[src/rtl/bist_dff_bank.sv]
// WIDTH-bit BIST register bank: hold, parallel load, scan shift and Galois LFSR step with lock-up recovery.
// Optional build macro BIST_DFF_BANK_MISR_EN turns the LFSR step into a MISR that folds d into the state.
module bist_dff_bank #(
  parameter int          WIDTH     = 8,
  parameter logic [31:0] RESET_VAL = 32'hFFFF_FFFF,
  parameter logic [31:0] POLY      = 32'h0000_001D
) (
  input  logic             clk,
  input  logic             reset,
  input  logic             en,
  input  logic [1:0]       mode,
  input  logic [WIDTH-1:0] d,
  input  logic             scan_in,
  output logic [WIDTH-1:0] q,
  output logic             scan_out,
  output logic             lockup
);

  // Both parameters are taken modulo 2**WIDTH; unused upper bits are simply dropped.
  localparam logic [WIDTH-1:0] RST_V  = RESET_VAL[WIDTH-1:0];
  localparam logic [WIDTH-1:0] POLY_V = POLY[WIDTH-1:0];

  typedef enum logic [1:0] {
    MODE_HOLD  = 2'b00,
    MODE_LOAD  = 2'b01,
    MODE_SHIFT = 2'b10,
    MODE_LFSR  = 2'b11
  } mode_e;

  generate
    if (WIDTH < 2 || WIDTH > 32) begin : g_bad_width
      $error("bist_dff_bank: WIDTH must be in 2..32");
    end
    if (POLY[0] == 1'b0) begin : g_bad_poly
      $error("bist_dff_bank: POLY bit 0 must be 1");
    end
  endgenerate

  logic [WIDTH-1:0] q_q, q_d;
  logic [WIDTH-1:0] step_v;
  mode_e            mode_v;

  always_comb begin
    mode_v = mode_e'(mode);
    step_v = {q_q[WIDTH-2:0], 1'b0} ^ (q_q[WIDTH-1] ? POLY_V : '0);
  end

`ifdef BIST_DFF_BANK_MISR_EN

  always_comb begin
    q_d = q_q;
    if (en) begin
      case (mode_v)
        MODE_LOAD:  q_d = d;
        MODE_SHIFT: q_d = {q_q[WIDTH-2:0], scan_in};
        MODE_LFSR:  q_d = step_v ^ d;
        default:    q_d = q_q;
      endcase
    end
  end

  always_ff @(posedge clk or negedge reset) begin
    if (!reset) begin
      q_q <= RST_V;
    end else begin
      q_q <= q_d;
    end
  end

  // All-zero is a legal MISR state, so there is nothing to detect.
  assign lockup = 1'b0;

`else

  logic lockup_q, lockup_d;

  always_comb begin
    q_d      = q_q;
    lockup_d = lockup_q;
    if (en) begin
      case (mode_v)
        MODE_LOAD: begin
          q_d      = d;
          lockup_d = 1'b0;
        end
        MODE_SHIFT: q_d = {q_q[WIDTH-2:0], scan_in};
        MODE_LFSR: begin
          // Zero is a fixed point of the LFSR: reseed instead of stepping.
          if (q_q == '0) begin
            q_d      = RST_V;
            lockup_d = 1'b1;
          end else begin
            q_d = step_v;
          end
        end
        default: q_d = q_q;
      endcase
    end
  end

  always_ff @(posedge clk or negedge reset) begin
    if (!reset) begin
      q_q      <= RST_V;
      lockup_q <= 1'b0;
    end else begin
      q_q      <= q_d;
      lockup_q <= lockup_d;
    end
  end

  assign lockup = lockup_q;

`endif

  assign q        = q_q;
  assign scan_out = q_q[WIDTH-1];

endmodule
[config.mk]
export PLATFORM = sky130hd
export DESIGN_NAME = bist_dff_bank
export DESIGN_NICKNAME = d
export VERILOG_FILES = /design/src/rtl/bist_dff_bank.sv
export SDC_FILE = /design/constraint.sdc
export NUM_CORES = 1
export LEC_CHECK = 0
export ABC_AREA = 1
export CAP_MARGIN = 20
export CORE_AREA = 5 5 44 53
export CTS_BUF_LIST = sky130_fd_sc_hd__clkbuf_4
export DETAILED_ROUTE_END_ITERATION = 16
export DIE_AREA = 0 0 49 58
export HOLD_SLACK_MARGIN = 0.03
export PLACE_DENSITY = 0.72
export REMOVE_ABC_BUFFERS = 1
export SLEW_MARGIN = 10
export SYNTH_ARGS = -nofsm -noshare
export SYNTH_HDL_FRONTEND = slang
export SYNTH_SLANG_ARGS = --single-unit
[constraint.sdc]
create_clock -name clk -period 1.05 [get_ports clk]
set_clock_uncertainty 0.1 [all_clocks]
set_input_delay 0.105 -clock clk [delete_from_list [all_inputs] [get_ports clk]]
set_output_delay 0.105 -clock clk [all_outputs]
set_load 0.01 [all_outputs]
==> results.cfg <==
[flow_run]
maxCapViolCount = 0

[floorplan]
dieHeight_um = 58
io_pins = 24
rows = 17
core_area_um2 = 1787
die_w_um = 49
die_area_um2 = 2842
start_util = 0.3782

[routing]
wl_met3_um = 76
drt_pass1_iterations = 4
vias = 807
drtIter0Drc = 11
final_antenna_net_count = 0
viasPerCell = 4.804
wl_met1_um = 838
wl_met2_mm = 1.191
routedWlPerCell_um = 12.76
top_layer = met4
routed_wl_mm = 2.143
drcViolationCount = 0

[clock_network]
insertion_delay_ps = 270
ctsRootBufferMaster = clkbuf_4
numCtsBuffers = 3
clkTransAtPathRegs_ps = 70
cts.sinks = 9
cts-htree-levels = 1
cts_tree = done
clk_path_buf_depth = 2

[grt]
grt_pass1_vias = 841
grt_max_degree = 10
grt_overflow_total = 0
grt_pass1_wl_mm = 3.519
antenna_found_initial = 0
globalRouteTotalUtil = 0.1586

[synthesis]
syn_inst = 99
synth_edf_count = 0
syn_area_per_cell_um2 = 6.825
ys_seq_area_frac = 0.3481
yosysWarnings = 0
async_reset_ff_frac = 1.000
synth_top_area_cell = dfstp_2
syn_area_um2 = 675.6
synth_flop_cell = dfstp_2
netlist.area_leader.share = 0.3111
yosysMostFrequentCell = nand2_1
ys_ff_latch = 9
synth_area_leaders = dfstp_2 31%, nand2_1 18%, inv_1 9.4%
synth_cell_types = 17
synth_top_cells_by_count = 32 x nand2_1, 17 x inv_1, 9 x nand3_1, 8 x dfstp_2, 7 x nor2_2

[setup_path]
start_kind = flip-flop
crit_slowest_cell = dfstp_2
endpoint_kind = flip-flop
crit_arrival_ps = 1440
critPathRequiredTime_ps = 1160
critPathMostFrequentCell = nand2_2
crit_fanout = 5
crit_chain = buf_6 > inv_2 > nand2_2 > nand2_2 > a21oi_2 > nand3_1 > nand2_1 > inv_1
crit_type = reg2reg
max_stage_delay_ps = 580

[finish]
fin_nets = 164
antennaDiodeCount = 0
stdcell_count = 168
final_layout_size_suffix_gt1_frac = 0.5101
final_cell_area_um2 = 1220
syn_to_final_growth_pct = 80.56
finalCoreUtilization = 0.6828
fillers = 156

[timing]
tightest_slew_ps = 357.9
slew_violations = 0
tns_ps = -3200
holdWs_ps = 375.2
hold_viol = 0
finalWorstSetupSlack_ps = -284.3
fmax_mhz = 749.5
min_period_ps = 1334
final.period_utilization = 1.271
rsz0062_at_grt = yes
slew-limit-headroom = 0.7589
setup_viol = 18

[placement]
place_inst = 156
place_area_um2 = 1064
hpwlAfterDp_mm = 1.517
gp_congestion = 0.8758
port_buffers = 23
place_ws_ps = -390.0

[pwr]
max-vdd-ir-drop_mv = 0.7565
p_leak_nw = 0.6391
power_mw = 1.582
cellPowerDensity_nw_per_um2 = 1297

[outcome]
violations = setup timing
outcome = finished, violations left

[worst_hold_path]
min_path_type = reg2reg
## power by group
group	total, mW	switching (mW)	internal, mW
registers	0.498	0.0579	0.440
clock network	0.306	0.133	0.173
logic	0.779	0.332	0.447
total	1.58	0.523	1.06
## state kept, by name, summed over array words and instances, names as in the netlist
signal and flops:
q 8, lockup 1
## path summary, 6_finish.rpt
path | start | endpoint | slack, ps | depth (start not counted)
max | q[7] | q[2] | -280 | 8
min | lockup | lockup | 380 | 2
max reg2reg | q[7] | q[2] | -280 | 8
min reg2reg | lockup | lockup | 380 | 2
max in group asynchronous | reset | q[6] | 60 | 3
min in group asynchronous | reset | lockup | 570 | 3
## critical path, delay by kind of cell (launching register included)
kind            cells  cell delay, ps
flops               1             580
compound gates      1             140
buf+inv             3             190
simple gates        4             260
## area by class of cell
| cell class | count | area (um^2) | area share |
|---|---|---|---|
| Tap cell | 19 | 23.77 | 0.01949 |
| Sequential cell | 9 | 235.2 | 0.1928 |
| Timing Repair Buffer | 48 | 461.7 | 0.3785 |
| Multi-Input combinational cell | 70 | 401.6 | 0.3292 |
| Clock buffer | 4 | 30.03 | 0.02462 |
| Inverter | 18 | 67.56 | 0.05538 |
## cells by family (layout without fill, tap and decap cells)
| kind of cell | Yosys count | count (layout) | share of synthesized area |
|---|---|---|---|
| AOI/OAI and AO/OA | 9 | 9 | 0.07038 |
| buffers and inverters | 20 | 70 | 0.1278 |
| DFF | 9 | 9 | 0.3481 |
| muxes | 1 | 1 | 0.01482 |
| and+or+nand+nor | 60 | 60 | 0.4389 |
## cell usage in the layout (no fill, tap or decap), drive strengths merged
cell type,synthesis,routed
a21oi,2,2
buf,2,34
clkbuf,0,4
clkdlybuf4s50,0,13
dfrtp,1,1
dfstp,8,8
dlygate4sd3,0,1
inv,18,18
mux2i,1,1
nand2,37,37
nand3,9,9
nor2,14,14
o21ai,6,6
o21bai,1,1
## metal layers
metal / vias to the layer above / track usage
met5: - / 0
li1: 398 / -
met2: 18 / 0.2966
met3: 4 / 0.03599
met1: 387 / 0.1593
met4: 0 / 0.08846
## timing repair
action / in CTS / in global routing
hold endpoints to repair: 1 / 0
resized for setup: 59 / 12
endpoints found under the setup margin: 19 / 18
setup buffers: 5 / 2
pin swaps: 1 / 6
hold buffers: 1 / 0
gates cloned: 0 / 0
(Power assumes the default switching activity.)
